==> src/rtl/vga_pkg.sv <==
// vga_pkg: shared sizing helpers and the rectangle record used by the
// VGA rectangle renderer and its timing generator.
//
// Contents:
//   COORD_W / COLOR_W - storage widths of a rectangle record.
//   line_total()      - sum of the four segments of a line or frame.
//   cnt_width()       - counter width for a modulus (minimum 1 bit).
//   rect_t            - packed rectangle {en, xmin, xmax, ymin, ymax, color}.
package vga_pkg;

   // Record fields are sized for the largest supported geometry and colour
   // depth. Narrower instances zero-extend into the record, and synthesis
   // strips the constant upper bits.
   localparam int COORD_W = 16;
   localparam int COLOR_W = 24;

   function automatic int line_total(
      input int vis,
      input int fp,
      input int sync,
      input int bp
   );
      return vis + fp + sync + bp;
   endfunction

   function automatic int cnt_width(input int n);
      return (n > 1) ? $clog2(n) : 1;
   endfunction

   typedef struct packed {
      logic               en;
      logic [COORD_W-1:0] xmin;
      logic [COORD_W-1:0] xmax;
      logic [COORD_W-1:0] ymin;
      logic [COORD_W-1:0] ymax;
      logic [COLOR_W-1:0] color;
   } rect_t;

endpackage

==> src/rtl/vga_timing.sv <==
// vga_timing: pixel-rate divider, h/v raster counters and sync/blank decode
// for the pixel at the current (h,v).
//
// Ports:
//   clk, rst          - system clock, synchronous active-high reset.
//   pen               - pixel enable, one clk in every CLK_DIV.
//   h, v              - raster position sampled on the next pen.
//   last_pixel        - (h,v) is the final pixel of the frame.
//   blank_d           - (h,v) lies outside the visible area.
//   hsync_d, vsync_d  - sync levels for (h,v), polarity applied.
module vga_timing
   import vga_pkg::*;
#(
   parameter int CLK_DIV   = 5,
   parameter int H_VISIBLE = 400,
   parameter int H_FP      = 20,
   parameter int H_SYNC    = 64,
   parameter int H_BP      = 44,
   parameter int V_VISIBLE = 600,
   parameter int V_FP      = 1,
   parameter int V_SYNC    = 4,
   parameter int V_BP      = 23,
   parameter bit HSYNC_POL = 1'b0,
   parameter bit VSYNC_POL = 1'b0,
   localparam int H_TOTAL  = line_total(H_VISIBLE, H_FP, H_SYNC, H_BP),
   localparam int V_TOTAL  = line_total(V_VISIBLE, V_FP, V_SYNC, V_BP),
   localparam int XW       = cnt_width(H_TOTAL),
   localparam int YW       = cnt_width(V_TOTAL)
) (
   input  logic          clk,
   input  logic          rst,
   output logic          pen,
   output logic [XW-1:0] h,
   output logic [YW-1:0] v,
   output logic          last_pixel,
   output logic          blank_d,
   output logic          hsync_d,
   output logic          vsync_d
);

   localparam int DW = cnt_width(CLK_DIV);

   localparam logic [DW-1:0] DIV_LAST = DW'(CLK_DIV - 1);
   localparam logic [XW-1:0] H_LAST   = XW'(H_TOTAL - 1);
   localparam logic [YW-1:0] V_LAST   = YW'(V_TOTAL - 1);

   // Decode thresholds kept 32 bits wide so a sync pulse that runs to the
   // end of the line (zero back porch) never wraps in a narrow compare.
   localparam logic [31:0] H_VIS = 32'(H_VISIBLE);
   localparam logic [31:0] HS_ON = 32'(H_VISIBLE + H_FP);
   localparam logic [31:0] HS_NO = 32'(H_VISIBLE + H_FP + H_SYNC);
   localparam logic [31:0] V_VIS = 32'(V_VISIBLE);
   localparam logic [31:0] VS_ON = 32'(V_VISIBLE + V_FP);
   localparam logic [31:0] VS_NO = 32'(V_VISIBLE + V_FP + V_SYNC);

   logic [DW-1:0] div;
   logic          h_last;
   logic          v_last;
   logic [31:0]   hx;
   logic [31:0]   vy;
   logic          in_hs;
   logic          in_vs;

   assign pen        = (div == DIV_LAST);
   assign h_last     = (h == H_LAST);
   assign v_last     = (v == V_LAST);
   assign last_pixel = h_last && v_last;

   always_ff @(posedge clk) begin
      if (rst) begin
         div <= '0;
         h   <= '0;
         v   <= '0;
      end else begin
         div <= pen ? '0 : div + 1'b1;
         if (pen) begin
            h <= h_last ? '0 : h + 1'b1;
            if (h_last) begin
               v <= v_last ? '0 : v + 1'b1;
            end
         end
      end
   end

   assign hx = 32'(h);
   assign vy = 32'(v);

   assign in_hs = (hx >= HS_ON) && (hx < HS_NO);
   assign in_vs = (vy >= VS_ON) && (vy < VS_NO);

   assign blank_d = (hx >= H_VIS) || (vy >= V_VIS);
   assign hsync_d = in_hs ? HSYNC_POL : ~HSYNC_POL;
   assign vsync_d = in_vs ? VSYNC_POL : ~VSYNC_POL;

endmodule

==> src/rtl/vga_rect_renderer.sv <==
// vga_rect_renderer: VGA timing plus a prioritised rectangle compositor.
// Rectangle geometry is shadowed once per frame; background is live.
//
// Ports:
//   clk, rst            - system clock, synchronous active-high reset.
//   rect_en             - per-rectangle enable (bit i = rectangle i).
//   rect_xmin/xmax      - inclusive x bounds, XW bits each, index 0 in LSBs.
//   rect_ymin/ymax      - inclusive y bounds, YW bits each.
//   rect_color          - {r,g,b} per rectangle, CW bits each.
//   bg_color            - visible-area background {r,g,b}.
//   r, g, b             - registered pixel colour.
//   hsync, vsync, blank - registered sync and blanking.
//   px_x, px_y          - coordinate of the pixel being presented.
//   frame_start         - one-clk pulse when pixel (0,0) is presented.
module vga_rect_renderer
   import vga_pkg::*;
#(
   parameter int CLK_DIV    = 5,
   parameter int H_VISIBLE  = 400,
   parameter int H_FP       = 20,
   parameter int H_SYNC     = 64,
   parameter int H_BP       = 44,
   parameter int V_VISIBLE  = 600,
   parameter int V_FP       = 1,
   parameter int V_SYNC     = 4,
   parameter int V_BP       = 23,
   parameter bit HSYNC_POL  = 1'b0,
   parameter bit VSYNC_POL  = 1'b0,
   parameter int NUM_RECTS  = 4,
   parameter int COLOR_BITS = 1,
   localparam int H_TOTAL   = line_total(H_VISIBLE, H_FP, H_SYNC, H_BP),
   localparam int V_TOTAL   = line_total(V_VISIBLE, V_FP, V_SYNC, V_BP),
   localparam int XW        = cnt_width(H_TOTAL),
   localparam int YW        = cnt_width(V_TOTAL),
   localparam int CW        = 3 * COLOR_BITS
) (
   input  logic                    clk,
   input  logic                    rst,
   input  logic [NUM_RECTS-1:0]    rect_en,
   input  logic [NUM_RECTS*XW-1:0] rect_xmin,
   input  logic [NUM_RECTS*XW-1:0] rect_xmax,
   input  logic [NUM_RECTS*YW-1:0] rect_ymin,
   input  logic [NUM_RECTS*YW-1:0] rect_ymax,
   input  logic [NUM_RECTS*CW-1:0] rect_color,
   input  logic [CW-1:0]           bg_color,
   output logic [COLOR_BITS-1:0]   r,
   output logic [COLOR_BITS-1:0]   g,
   output logic [COLOR_BITS-1:0]   b,
   output logic                    hsync,
   output logic                    vsync,
   output logic                    blank,
   output logic [XW-1:0]           px_x,
   output logic [YW-1:0]           px_y,
   output logic                    frame_start
);

   logic          pen;
   logic [XW-1:0] h;
   logic [YW-1:0] v;
   logic          last_pixel;
   logic          blank_d;
   logic          hsync_d;
   logic          vsync_d;

   vga_timing #(
      .CLK_DIV   (CLK_DIV),
      .H_VISIBLE (H_VISIBLE),
      .H_FP      (H_FP),
      .H_SYNC    (H_SYNC),
      .H_BP      (H_BP),
      .V_VISIBLE (V_VISIBLE),
      .V_FP      (V_FP),
      .V_SYNC    (V_SYNC),
      .V_BP      (V_BP),
      .HSYNC_POL (HSYNC_POL),
      .VSYNC_POL (VSYNC_POL)
   ) u_timing (
      .clk        (clk),
      .rst        (rst),
      .pen        (pen),
      .h          (h),
      .v          (v),
      .last_pixel (last_pixel),
      .blank_d    (blank_d),
      .hsync_d    (hsync_d),
      .vsync_d    (vsync_d)
   );

   rect_t              live   [NUM_RECTS];
   rect_t              shadow [NUM_RECTS];
   logic [NUM_RECTS-1:0] hit;
   logic [COORD_W-1:0] hx;
   logic [COORD_W-1:0] vy;
   logic [CW-1:0]      pix_color;

   // Unflatten the port buses into records.
   always_comb begin
      for (int i = 0; i < NUM_RECTS; i++) begin
         live[i]       = '0;
         live[i].en    = rect_en[i];
         live[i].xmin  = COORD_W'(rect_xmin[i*XW +: XW]);
         live[i].xmax  = COORD_W'(rect_xmax[i*XW +: XW]);
         live[i].ymin  = COORD_W'(rect_ymin[i*YW +: YW]);
         live[i].ymax  = COORD_W'(rect_ymax[i*YW +: YW]);
         live[i].color = COLOR_W'(rect_color[i*CW +: CW]);
      end
   end

   // Capture on the final pixel of the frame so the whole next frame sees
   // one consistent geometry, whatever the game logic does mid-frame.
   always_ff @(posedge clk) begin
      if (rst) begin
         for (int i = 0; i < NUM_RECTS; i++) begin
            shadow[i] <= '0;
         end
      end else if (pen && last_pixel) begin
         for (int i = 0; i < NUM_RECTS; i++) begin
            shadow[i] <= live[i];
         end
      end
   end

   assign hx = COORD_W'(h);
   assign vy = COORD_W'(v);

   // Inverted bounds fail one of the two compares, so empty rectangles
   // fall out of the hit test without special handling.
   always_comb begin
      hit = '0;
      for (int i = 0; i < NUM_RECTS; i++) begin
         hit[i] = shadow[i].en
               && (shadow[i].xmin <= hx) && (hx <= shadow[i].xmax)
               && (shadow[i].ymin <= vy) && (vy <= shadow[i].ymax);
      end
   end

   // Walking downwards lets the lowest-index hit win.
   always_comb begin
      pix_color = bg_color;
      for (int i = NUM_RECTS - 1; i >= 0; i--) begin
         if (hit[i]) begin
            pix_color = CW'(shadow[i].color);
         end
      end
   end

   always_ff @(posedge clk) begin
      if (rst) begin
         r           <= '0;
         g           <= '0;
         b           <= '0;
         blank       <= 1'b1;
         hsync       <= ~HSYNC_POL;
         vsync       <= ~VSYNC_POL;
         px_x        <= '0;
         px_y        <= '0;
         frame_start <= 1'b0;
      end else begin
         frame_start <= 1'b0;
         if (pen) begin
            {r, g, b}   <= blank_d ? '0 : pix_color;
            blank       <= blank_d;
            hsync       <= hsync_d;
            vsync       <= vsync_d;
            px_x        <= h;
            px_y        <= v;
            frame_start <= (h == '0) && (v == '0);
         end
      end
   end

endmodule

==> config.mk <==
export PLATFORM = sky130hd
export DESIGN_NAME = vga_rect_renderer
export DESIGN_NICKNAME = d
export VERILOG_FILES = /design/src/rtl/vga_pkg.sv /design/src/rtl/vga_timing.sv /design/src/rtl/vga_rect_renderer.sv
export SDC_FILE = /design/constraint.sdc
export NUM_CORES = 1
export LEC_CHECK = 0
export CORE_AREA = 2 2 154 156
export CTS_BUF_LIST = sky130_fd_sc_hd__clkbuf_8
export DETAILED_ROUTE_END_ITERATION = 10
export DIE_AREA = 0 0 156 158
export GPL_ROUTABILITY_DRIVEN = 0
export MAX_ROUTING_LAYER = met4
export PLACE_DENSITY_LB_ADDON = 0.1
export SLEW_MARGIN = 0
export SYNTH_ARGS = -nofsm -noshare
export SYNTH_HDL_FRONTEND = slang
export SYNTH_SLANG_ARGS = --single-unit
==> constraint.sdc <==
create_clock -name clk -period 24.9 [get_ports clk]
set_input_delay 2.49 -clock clk [delete_from_list [all_inputs] [get_ports clk]]
set_output_delay 2.49 -clock clk [all_outputs]
set_load 0.005 [all_outputs]
==> metrics.md, run 1 <==
| Metric | Value |
|---|---|
| Tcrit/Tclk final | `19.1%` |
| I/O Buffers | `207` |
| Clock root cell | `clkbuf_8` |
| Final Hold Fails | `0` |
| Synthesized Nets | `1,482` |
| Final Core Density | `68.0%` |
| Final layout net count | `1,707` |
| Drt first pass iters | `7` |
| Min Tclk post-route | `4740 ps` |
| Most common flop cell mapped by yosys | `edfxtp_1` |
| Relative slew slack | `21.6%` |
| Hold buffers post-CTS | `0` |
| Largest net degree at the start of global routing | `121` |
| Final setup fails | `0` |
| Pleak | `6.37 nW` |
| 1st-iter DRT viols | `424` |
| DR WL/cell | `17.6 um` |
| CP startpoint kind | `primary input` |
| Clock skew | `10.3 ps` |
| GR Util All Layers | `24.7%` |
| Syn avg cell area | `11.1 um2` |
| # resized after CTS | `0` |
| Via-per-instance ratio | `5.41` |
| Die Footprint | `24,600 um2` |
| Setup ws final | `20,160 ps` |
| Critical Path Max Stage Delay | `940 ps` |
| Crit path required time | `25,040 ps` |
| Antenna violations before repair | `2` |
| Maxcap violations | `0` |
| TritonCTS Buffers | `39` |
| Final Slew Violations | `0` |
| Setup TNS | `0 ps` |
| Hold Slack | `457 ps` |
| Postcts setup bufs | `0` |
| Pwr Density | `52.0 nW/um2` |
| Post-synthesis sequential area ratio | `50.1%` |
| Yosys top cell area share | `42.2%` |
| Crit Path Class | `in -> reg` |
| Worst Path Max Fanout | `92` |
| Initial Utilization | `54.4%` |
| Die Span Y | `158 um` |
| Cell repeated most along the worst path | `buf_4` |
| Post-synth ARST share | `0%` |
| Setup crit end kind | `flop` |
| CP Data Arrival Time | `4890 ps` |
| Ys Warns | `0` |
| Ranking of synthesized cells by area | `edfxtp_1 42%, ha_1 17%, and2_1 8.9%` |
| Clock tree sinks | `226` |
| DP Worst Slack | `19,650 ps` |
| # IOs | `208` |
| Ratio of cells with drive above 1 in the final layout | `5.91%` |
| DRC violations left | `0` |
| Unrepaired setup endpoints after global routing | `no` |
| First-pass GRT wire length | `45,400 um` |
| Number of global-route vias before repair | `8,882` |
| Core area | `23,100 um2` |
| Outcome | `finished clean` |
| Post-synth EDFFs | `176` |
| Fmax | `211 MHz` |
| Synth Instances | `1,133` |
| Later-pin clock latency in the skew report | `540 ps` |
| Hold WC Path Type | `reg -> reg` |
| Synthesized flop and latch total | `226` |
| Clock buffer depth | `3` |
| H-tree depth | `2` |
| Max VDD drop | `0.0000326 V` |
| Distinct cells, synth | `59` |
| Critical path's slowest cell | `buf_4` |
| Routed Antenna Nets | `0` |
| Via count | `9,086` |
| CP Cell Sequence | `clkdlybuf4s50_1, buf_4, o21bai_4, buf_4` |
| Final WL | `29,500 um` |
| Cell taking the most area after synthesis | `edfxtp_1` |
| Cell Count Post-Placement | `1,607` |
| Final std cells w/o fill | `1,679` |
| Row count | `56` |
| Synthesized cell area | `12,500 um2` |
| Synthesis-to-finish area growth | `25.1%` |
| TritonCTS clock tree | `done` |
| Width of the chip | `156 um` |
| Grt total ovfl | `0` |
| Tightest Pin Transition | `1180 ps` |
| Clock slew seen by the registers of the worst setup and hold paths | `60 ps` |
| Detailed Place HPWL | `21,100 um` |
## path summary, 6_finish.rpt
| kind | startpoint | end | slack (ps) | cells past startpoint |
|---|---|---|---|---|
| worst max-delay path | rst | shadow[0][28] | 20160 | 4 |
| worst min-delay path | px_x[6] | px_x[6] | 460 | 2 |
| worst max register to register | u_timing.h[0] | shadow[0][28] | 21120 | 6 |
| worst min register to register | px_x[6] | px_x[6] | 460 | 2 |
## routing by layer
metal  wire (um)  global-route usage, %  vias to the layer above  share of wire [%]
met4         923                   9.70                        0                3.1
li1            -                      -                     4502                  -
met2       13300                   37.8                      282                 45
met3        2180                   5.37                       64                7.4
met1       13200                   32.3                     4238                 45
met5           0                      -                        -                  0
## kinds of logic (layout without fill, tap and decap cells)
| kind of cell | Yosys count | in the layout | synth area share [%] |
|---|---|---|---|
| buf+inv | 134 | 389 | 4.01 |
| compound gates | 173 | 173 | 9.29 |
| mux | 7 | 7 | 0.619 |
| fa+ha+maj | 168 | 168 | 16.8 |
| other cells | 0 | 1 | 0 |
| simple gates | 407 | 407 | 17.9 |
| flops | 226 | 226 | 50.1 |
| xor+xnor | 18 | 18 | 1.26 |
## worst max-delay path: cells and delay by family
family | cells | cell delay [ps]
buffers and inverters | 3 | 1740
AO/OA/AOI/OAI | 1 | 490
## registers in the layout (all words and copies together), names as in the netlist
register      count
b                 1
blank             1
frame_start       1
g                 1
hsync             1
px_x             10
px_y             10
r                 1
shadow          176
u_timing.div      3
u_timing.h       10
u_timing.v       10
vsync             1
## cell usage after synthesis (18+ instances only)
cell type / n
ha_1: 168
a21oi_1: 61
nand4_1: 33
clkbuf_1: 27
inv_1: 105
nor2b_1: 18
dfxtp_1: 50
and2_1: 178
nand3_1: 18
nand2_1: 72
edfxtp_1: 176
nor2_1: 44
xnor2_1: 18
## layout by cell type, fill, tap and decap left out, drive strengths merged, types with 5 or more instances in the layout
master / Yosys / routed
and2: 179 / 179
o21a: 17 / 17
inv: 105 / 117
o22ai: 5 / 5
o21ai: 23 / 23
nor2: 45 / 45
nand4: 33 / 33
nor3: 17 / 17
mux2: 6 / 6
clkbuf: 27 / 48
nor2b: 18 / 18
nand2: 72 / 72
clkinv: 0 / 11
dfxtp: 50 / 50
o31ai: 6 / 6
a2111oi: 6 / 6
edfxtp: 176 / 176
o32ai: 5 / 5
a21oi: 62 / 62
clkdlybuf4s50: 0 / 207
a211oi: 13 / 13
buf: 2 / 6
xnor2: 18 / 18
ha: 168 / 168
and3: 5 / 5
o211ai: 8 / 8
nand3: 18 / 18
nand2b: 7 / 7
## cell type report
type | instances | area, um2
Fill cell | 1822 | 7370
Sequential cell | 226 | 6290
Multi-Input combinational cell | 773 | 5760
Timing Repair Buffer | 213 | 2120
Clock buffer | 48 | 661
Inverter | 105 | 394
Tap cell | 290 | 363
Clock inverter | 23 | 95.1
Antenna cell | 1 | 2.50
## report_power, final
| part | total, W | leakage (nW) | internal, W | switching, W |
|---|---|---|---|---|
| combinational | 0.0000687 | 3.74 | 0.0000399 | 0.0000288 |
| clock | 0.000324 | 0.443 | 0.000174 | 0.000150 |
| sequential | 0.000422 | 2.18 | 0.000417 | 0.00000489 |
## per-stage QoR
stage | area [um2] | power [W]
floorplan | 12500 | 0.000462
global placement | 14900 | 0.000498
detailed placement | 14900 | 0.000499
CTS | 15700 | 0.000824
global route | 15700 | 0.000846
finish | 15700 | 0.000815
Note: power is estimated with default switching activity, not from simulation.
==> run 2: changes to the inputs <==
==> constraint.sdc (replaced) <==
create_clock -name clk -period 4.5 [get_ports clk]
set_input_delay 0.45 -clock clk [delete_from_list [all_inputs] [get_ports clk]]
set_output_delay 0.45 -clock clk [all_outputs]
set_load 0.005 [all_outputs]
==> run 2 against run 1 <==
Sequential cell count is the same. Clock power grew to 5.3 times the previous value. Sequential power grew to 5.5 times the previous value. Core utilization grew 0.054 points. Register-to-register slack lost 20000 ps. Largest cell class unchanged. Largest power group unchanged.
==> metrics.md, run 2 (same netlist as run 1, synthesis figures left out) <==
| Metric | Value |
|---|---|
| Outcome | `finished clean` |
| Number of fill cells | `1,807 (-0.82%)` |
| Biggest register | `shadow` |
| Clock slew seen by the registers of the worst setup and hold paths | `60 ps (about the same)` |
| WHS Endpoint | `px_x[5]` |
| Min Tclk post-route | `3380 ps` |
| Post-DP Area | `15,000 um2 (+0.35%)` |
| GR Util All Layers | `25.0% (+0.27 points)` |
| Routed Antenna Nets | `0 (unchanged)` |
| Detailed Place HPWL | `22,100 um (+5.1%)` |
| Initial Utilization | `54.4% (unchanged)` |
| # resized after CTS | `0 (unchanged)` |
| Core area | `23,100 um2 (unchanged)` |
| Switching portion of total power | `22.7% (+0.14 points)` |
| Setup TNS | `0 ps (unchanged)` |
| Hold buffers post-CTS | `0 (unchanged)` |
| Clock tree sinks | `226 (unchanged)` |
| Number of global-route vias before repair | `8,983 (+1.1%)` |
| Tightest Pin Transition | `872 ps (-304 ps)` |
| DR WL/cell | `17.8 um (+1.3%)` |
| Fmax | `295 MHz` |
| Sequential share of power | `52.6% (+0.8 points)` |
| Max VDD drop | `0.000195 V (+500%)` |
| Pleak | `6.38 nW (+0.19%)` |
| TritonCTS Buffers | `39 (unchanged)` |
| Tcrit/Tclk final | `75.2%` |
| Pwr Density | `284 nW/um2 (+450%)` |
| Crit Path Class | `reg -> reg` |
| Critical Path Max Stage Delay | `760 ps (-180 ps)` |
| Final layout net count | `1,709 (+0.12%)` |
| Reg-to-Reg End | `r` |
| Setup crit end kind | `flop` |
| Min-Delay Path Depth | `2 (unchanged)` |
| Grt total ovfl | `0 (unchanged)` |
| Antenna violations before repair | `0 (-2)` |
| Crit. path cell count | `9 (+5)` |
| Via count | `9,162 (+0.84%)` |
| H-tree depth | `2 (unchanged)` |
| Number of flip-flops in the largest register | `176 (unchanged)` |
| Ratio of cells with drive above 1 in the final layout | `5.62% (-0.29 points)` |
| Clock root cell | `clkbuf_8` |
| First-pass GRT wire length | `46,200 um (+1.8%)` |
| Hold Startpoint | `px_x[5]` |
| Relative slew slack | `41.7% (+20 points)` |
| Final WL | `29,900 um (+1.3%)` |
| I/O Buffers | `207 (unchanged)` |
| Die Span Y | `158 um (unchanged)` |
| Critical path's slowest cell | `dfxtp_1` |
| Final Slew Violations | `0 (unchanged)` |
| Row count | `56 (unchanged)` |
| CP Cell Sequence | `inv_1, ha_1, a21oi_1, a211oi_1, o41ai_1, nand4_1, or2b_2, and2b_2, a221o_1` |
| TritonCTS clock tree | `done` |
| Via-per-instance ratio | `5.46 (+0.84%)` |
| Synthesis-to-finish area growth | `25.2% (about the same)` |
| Unrepaired setup endpoints after global routing | `no` |
| Internal power | `0.00344 W (+450%)` |
| Maxcap violations | `0 (unchanged)` |
| Largest net degree at the start of global routing | `100 (-17%)` |
| R2r startpoint | `u_timing.h[3]` |
| Crit path buf inv count | `1 (-2)` |
| Crit path required time | `4910 ps (-20,130 ps)` |
| Clock skew | `17.9 ps (+7.62 ps)` |
| Most common cell after layout, fill and taps aside | `clkdlybuf4s50_1` |
| Design area | `15,700 um2 (about the same)` |
| # diodes | `0 (-1)` |
| Most used cells in the layout excluding fill and tap cells | `207 x clkdlybuf4s50_1, 178 x and2_1, 176 x edfxtp_1` |
| CP startpoint kind | `flop` |
| Later-pin clock latency in the skew report | `540 ps (about the same)` |
| Width of the chip | `156 um (unchanged)` |
| Combinational share of power | `8.6% (+0.2 points)` |
| DRC violations left | `0 (unchanged)` |
| Net switching power | `0.00101 W (+450%)` |
| Drt first pass iters | `5 (-2)` |
| Worst Path Max Fanout | `11 (-88%)` |
| Clock share of power | `38.8% (-1.0 points)` |
| Postcts setup bufs | `0 (unchanged)` |
| CP Data Arrival Time | `3800 ps (-1090 ps)` |
| Clock buffer depth | `3 (unchanged)` |
| CP top delay family | `compound AO/OA/AOI/OAI gates` |
| Final Hold Fails | `0 (unchanged)` |
| # IOs | `208 (unchanged)` |
| Final setup fails | `0 (unchanged)` |
| Die Footprint | `24,600 um2 (unchanged)` |
| 1st-iter DRT viols | `500 (+18%)` |
| FF-to-FF setup slack | `1120 ps (-20,000 ps)` |
| Hold WC Path Type | `reg -> reg` |
| Worst R2R Path Depth | `9 (+3)` |
## run 2: cell types whose count changed in the layout (fill, tap and decap cells not counted)
cell / change
inv_1: +4
buf_12: +3
clkbuf_8: -3
clkinv_2: -3
and2_0: +1
and2_1: -1
buf_4: -1
clkinv_1: +1
diode_2: -1
## run 2: cell type report
type                       count  area (um2)  area share, %
sequential                   226        6290           40.1
multi-input combinational    773        5760           36.7
timing repair buffer         215        2170           13.8
clock buffer                  45         619           3.95
inverter                     105         394           2.51
tap                          290         363           2.31
clock inverter                25        98.8          0.630
## run 2: through the flow
step	setup WS, ps	hold WS (ps)	total power (W)	instances	util, %
4_1_cts	1180	458	0.00449	1679	68.1
2_1_floorplan	182	432	0.00254	1133	-
3_5_place_dp	1180	450	0.00277	1609	65.0
3_3_place_gp	1200	445	0.00276	1609	65.0
5_1_grt	1000	469	0.00461	1679	68.1
6_report	1120	457	0.00445	1679	68.1
## run 2: worst register-to-register path, stage by stage, from the launching register on
cell and delay, ps:
dfxtp_1 760, inv_1 380, ha_1 430, a21oi_1 160, a211oi_1 80, o41ai_1 500, nand4_1 220, or2b_2 210
and2b_2 230, a221o_1 290
## run 2: worst max-delay path by stage
stage / from / end / slack [ps]
after detailed placement: u_timing.h[3] / r / 1180
after floorplan: u_timing.h[6] / shadow[0][0] / 180
after global placement: u_timing.h[3] / b / 1200
after CTS: u_timing.h[3] / r / 1180
final: u_timing.h[3] / r / 1120
after global routing: u_timing.v[5] / g / 1000
## run 2: power by group through the flow
stage	combinational [W]	sequential, W	clock, W
after floorplan	0.000167	0.00237	0
after global placement	0.000373	0.00238	0
after detailed placement	0.000383	0.00238	0
after CTS	0.000385	0.00234	0.00176
after global routing	0.000424	0.00234	0.00185
final	0.000383	0.00234	0.00173
## run 2: layer usage
layer  global-route usage (%)  wire (um)
met3                     4.41       1930
met4                     10.5       1030
met5                        -          0
met1                     32.9      13200
met2                     38.4      13700
==> run 3: changes to the inputs <==
--- a/config.mk
+++ b/config.mk
@@ -5,10 +5,10 @@
 export SDC_FILE = /design/constraint.sdc
 export NUM_CORES = 1
 export LEC_CHECK = 0
-export CORE_AREA = 2 2 154 156
+export CORE_AREA = 2 2 162 164
 export CTS_BUF_LIST = sky130_fd_sc_hd__clkbuf_8
 export DETAILED_ROUTE_END_ITERATION = 10
-export DIE_AREA = 0 0 156 158
+export DIE_AREA = 0 0 164 166
 export GPL_ROUTABILITY_DRIVEN = 0
 export MAX_ROUTING_LAYER = met4
 export PLACE_DENSITY_LB_ADDON = 0.1
==> constraint.sdc (replaced) <==
create_clock -name clk -period 2.8 [get_ports clk]
set_input_delay 0.28 -clock clk [delete_from_list [all_inputs] [get_ports clk]]
set_output_delay 0.28 -clock clk [all_outputs]
set_load 0.005 [all_outputs]
==> run 3 against run 2 <==
The flow now finishes with violations (negative setup slack). Critical path type unchanged. Routed wire length is 2.4% higher. Combinational power grew 71%. Largest cell class unchanged. Die area rose by 10%. Highest routed layer unchanged. Global-route usage is 1.8 points lower.
==> metrics.md, run 3 (same netlist as run 1, synthesis figures left out) <==
| Metric | Value |
|---|---|
| Clock skew | `23.7 ps (+5.80 ps)` |
| Clock buffer depth | `3 (unchanged)` |
| Hold Startpoint | `rect_xmin[22]` |
| Clock tree sinks | `226 (unchanged)` |
| Initial Utilization | `48.9% (-5.4 points)` |
| Critical path's slowest cell | `o41ai_4` |
| FF-to-FF setup slack | `-70 ps (-1180 ps)` |
| CP startpoint kind | `flop` |
| TritonCTS Buffers | `39 (unchanged)` |
| Clock slew seen by the registers of the worst setup and hold paths | `60 ps (about the same)` |
| Detailed Place HPWL | `22,800 um (+3.0%)` |
| Tcrit/Tclk final | `102% (+27 points)` |
| Outcome | `complete, but fails checks` |
| Final Slew Violations | `0 (unchanged)` |
| GR Util All Layers | `23.2% (-1.8 points)` |
| Most used cells in the layout excluding fill and tap cells | `207 x clkdlybuf4s50_1, 179 x and2_1, 176 x edfxtp_1` |
| Ratio of cells with drive above 1 in the final layout | `12.4% (+6.7 points)` |
| Biggest register | `shadow` |
| WHS Endpoint | `shadow[2][35]` |
| FF/Latch Area | `6310 um2 (+0.38%)` |
| Number of fill cells | `2,084 (+15%)` |
| # diodes | `0 (unchanged)` |
| Hold Slack | `390 ps (-66.9 ps)` |
| Final Hold Fails | `0 (unchanged)` |
| Die Span Y | `166 um (+5.1%)` |
| Width of the chip | `164 um (+5.1%)` |
| CP Data Arrival Time | `3300 ps (-500 ps)` |
| Largest net degree at the start of global routing | `116 (+16%)` |
| Die Footprint | `27,200 um2 (+10%)` |
| Clock root cell | `clkbuf_8` |
| Final WL | `30,600 um (+2.4%)` |
| R2r startpoint | `u_timing.h[7]` |
| CP Cell Sequence | `inv_2, ha_1, a21oi_1, o22ai_2, o41ai_4, o2111ai_2, buf_4, mux2_2, mux2_4, a221o_1` |
| 1st-iter DRT viols | `500 (unchanged)` |
| Synthesis-to-finish area growth | `31.8%` |
| Relative slew slack | `69.7% (+28 points)` |
| Core area | `25,600 um2 (+11%)` |
| Unrepaired setup endpoints after global routing | `yes` |
| Pleak | `6.74 nW (+5.7%)` |
| Number of flip-flops in the largest register | `176 (unchanged)` |
| Drt first pass iters | `5 (unchanged)` |
| Hold WC Path Type | `in -> reg` |
| Final setup fails | `3 (+3)` |
| Routed Antenna Nets | `0 (unchanged)` |
| Max VDD drop | `0.000276 V (+41%)` |
| Crit path required time | `3230 ps (-1680 ps)` |
| Fmax | `349 MHz (+18%)` |
| Min-Delay Path Depth | `2 (unchanged)` |
| Reg-to-Reg End | `g` |
| Failing checks | `negative setup slack` |
| Final Core Density | `64.5% (-3.6 points)` |
| # IOs | `208 (unchanged)` |
| Crit Path Class | `reg -> reg` |
| Worst R2R Path Depth | `10 (+1)` |
| Pwr Density | `450 nW/um2 (+58%)` |
| Multi-input gate area | `5960 um2 (+3.5%)` |
| Number of global-route vias before repair | `9,259 (+3.1%)` |
| TritonCTS clock tree | `done` |
| Tightest Pin Transition | `454 ps (-419 ps)` |
| Row count | `59 (+5.4%)` |
| Later-pin clock latency in the skew report | `540 ps (about the same)` |
| Most common cell after layout, fill and taps aside | `clkdlybuf4s50_1` |
| Hold buffers post-CTS | `0 (unchanged)` |
| DRC violations left | `0 (unchanged)` |
| Critical Path Max Stage Delay | `480 ps (-280 ps)` |
| Worst Path Max Fanout | `4 (-7)` |
| I/O Buffers | `207 (unchanged)` |
| Setup crit end kind | `flop` |
| DR WL/cell | `17.2 um (-3.6%)` |
| Maxcap violations | `0 (unchanged)` |
| First-pass GRT wire length | `47,600 um (+3.0%)` |
| Setup ws final | `-66.9 ps (-1180 ps)` |
| H-tree depth | `2 (unchanged)` |
| Final layout net count | `1,769 (+3.5%)` |
| Grt total ovfl | `0 (unchanged)` |
| Antenna violations before repair | `0 (unchanged)` |
| Via count | `9,232 (+0.76%)` |
| Min Tclk post-route | `2870 ps (-518 ps)` |
| Via-per-instance ratio | `5.17 (-5.2%)` |
[run 3: where the power goes]
group          switching, W  total (W)  internal, W
combinational      0.000271   0.000655     0.000384
sequential        0.0000443    0.00375      0.00370
clock               0.00134    0.00302      0.00168
total               0.00166    0.00743      0.00577
[run 3: per-stage QoR]
step	setup WS [ps]	power (W)	TNS, ps	cells	cell area [um2]
final	-66.9	0.00743	-193	1784	16500
after global routing	-191	0.00773	-561	1784	16500
after CTS	-34.1	0.00748	-82.7	1781	16400
after detailed placement	-177	0.00445	-475	1710	15500
after global placement	-92.0	0.00444	-266	1710	15500
after floorplan	-1350	0.00408	-249140	1133	12600
[run 3: repair_timing]
item,CTS,global route
hold endpoints to repair,0,0
pin swaps,3,10
gates resized for setup,21,15
buffers inserted,1,3
setup endpoints to repair,3,3
[run 3: worst max-delay path: cells and delay by family, from the launching register on]
kind,cells,cell delay (ps)
fa+ha+maj,1,330
buf+inv,2,280
compound gates,5,1260
mux,2,560
flops,1,340
[run 3: how the worst max path moves through the flow]
stage,start,to,cells past startpoint
final,u_timing.h[7],g,10
after global routing,u_timing.h[5],r,10
after CTS,u_timing.v[1],g,11
after detailed placement,u_timing.v[1],g,10
after global placement,u_timing.h[1],g,11
after floorplan,u_timing.h[6],shadow[0][0],6
[run 3: layer usage]
metal	global-route usage [%]	routed length (um)	vias to the layer above
met3	4.67	1960	51
li1	-	-	4633
met1	32.1	14400	4272
met2	34.4	13500	276
met4	7.21	767	0
met5	-	0	-
[run 3: final cells by class]
cell class	count	share of cell area, %
Clock buffer	46	3.83
Clock inverter	24	0.962
Inverter	105	2.43
Multi-Input combinational cell	773	36.1
Sequential cell	226	38.2
Tap cell	335	2.54
Timing Repair Buffer	275	16.0
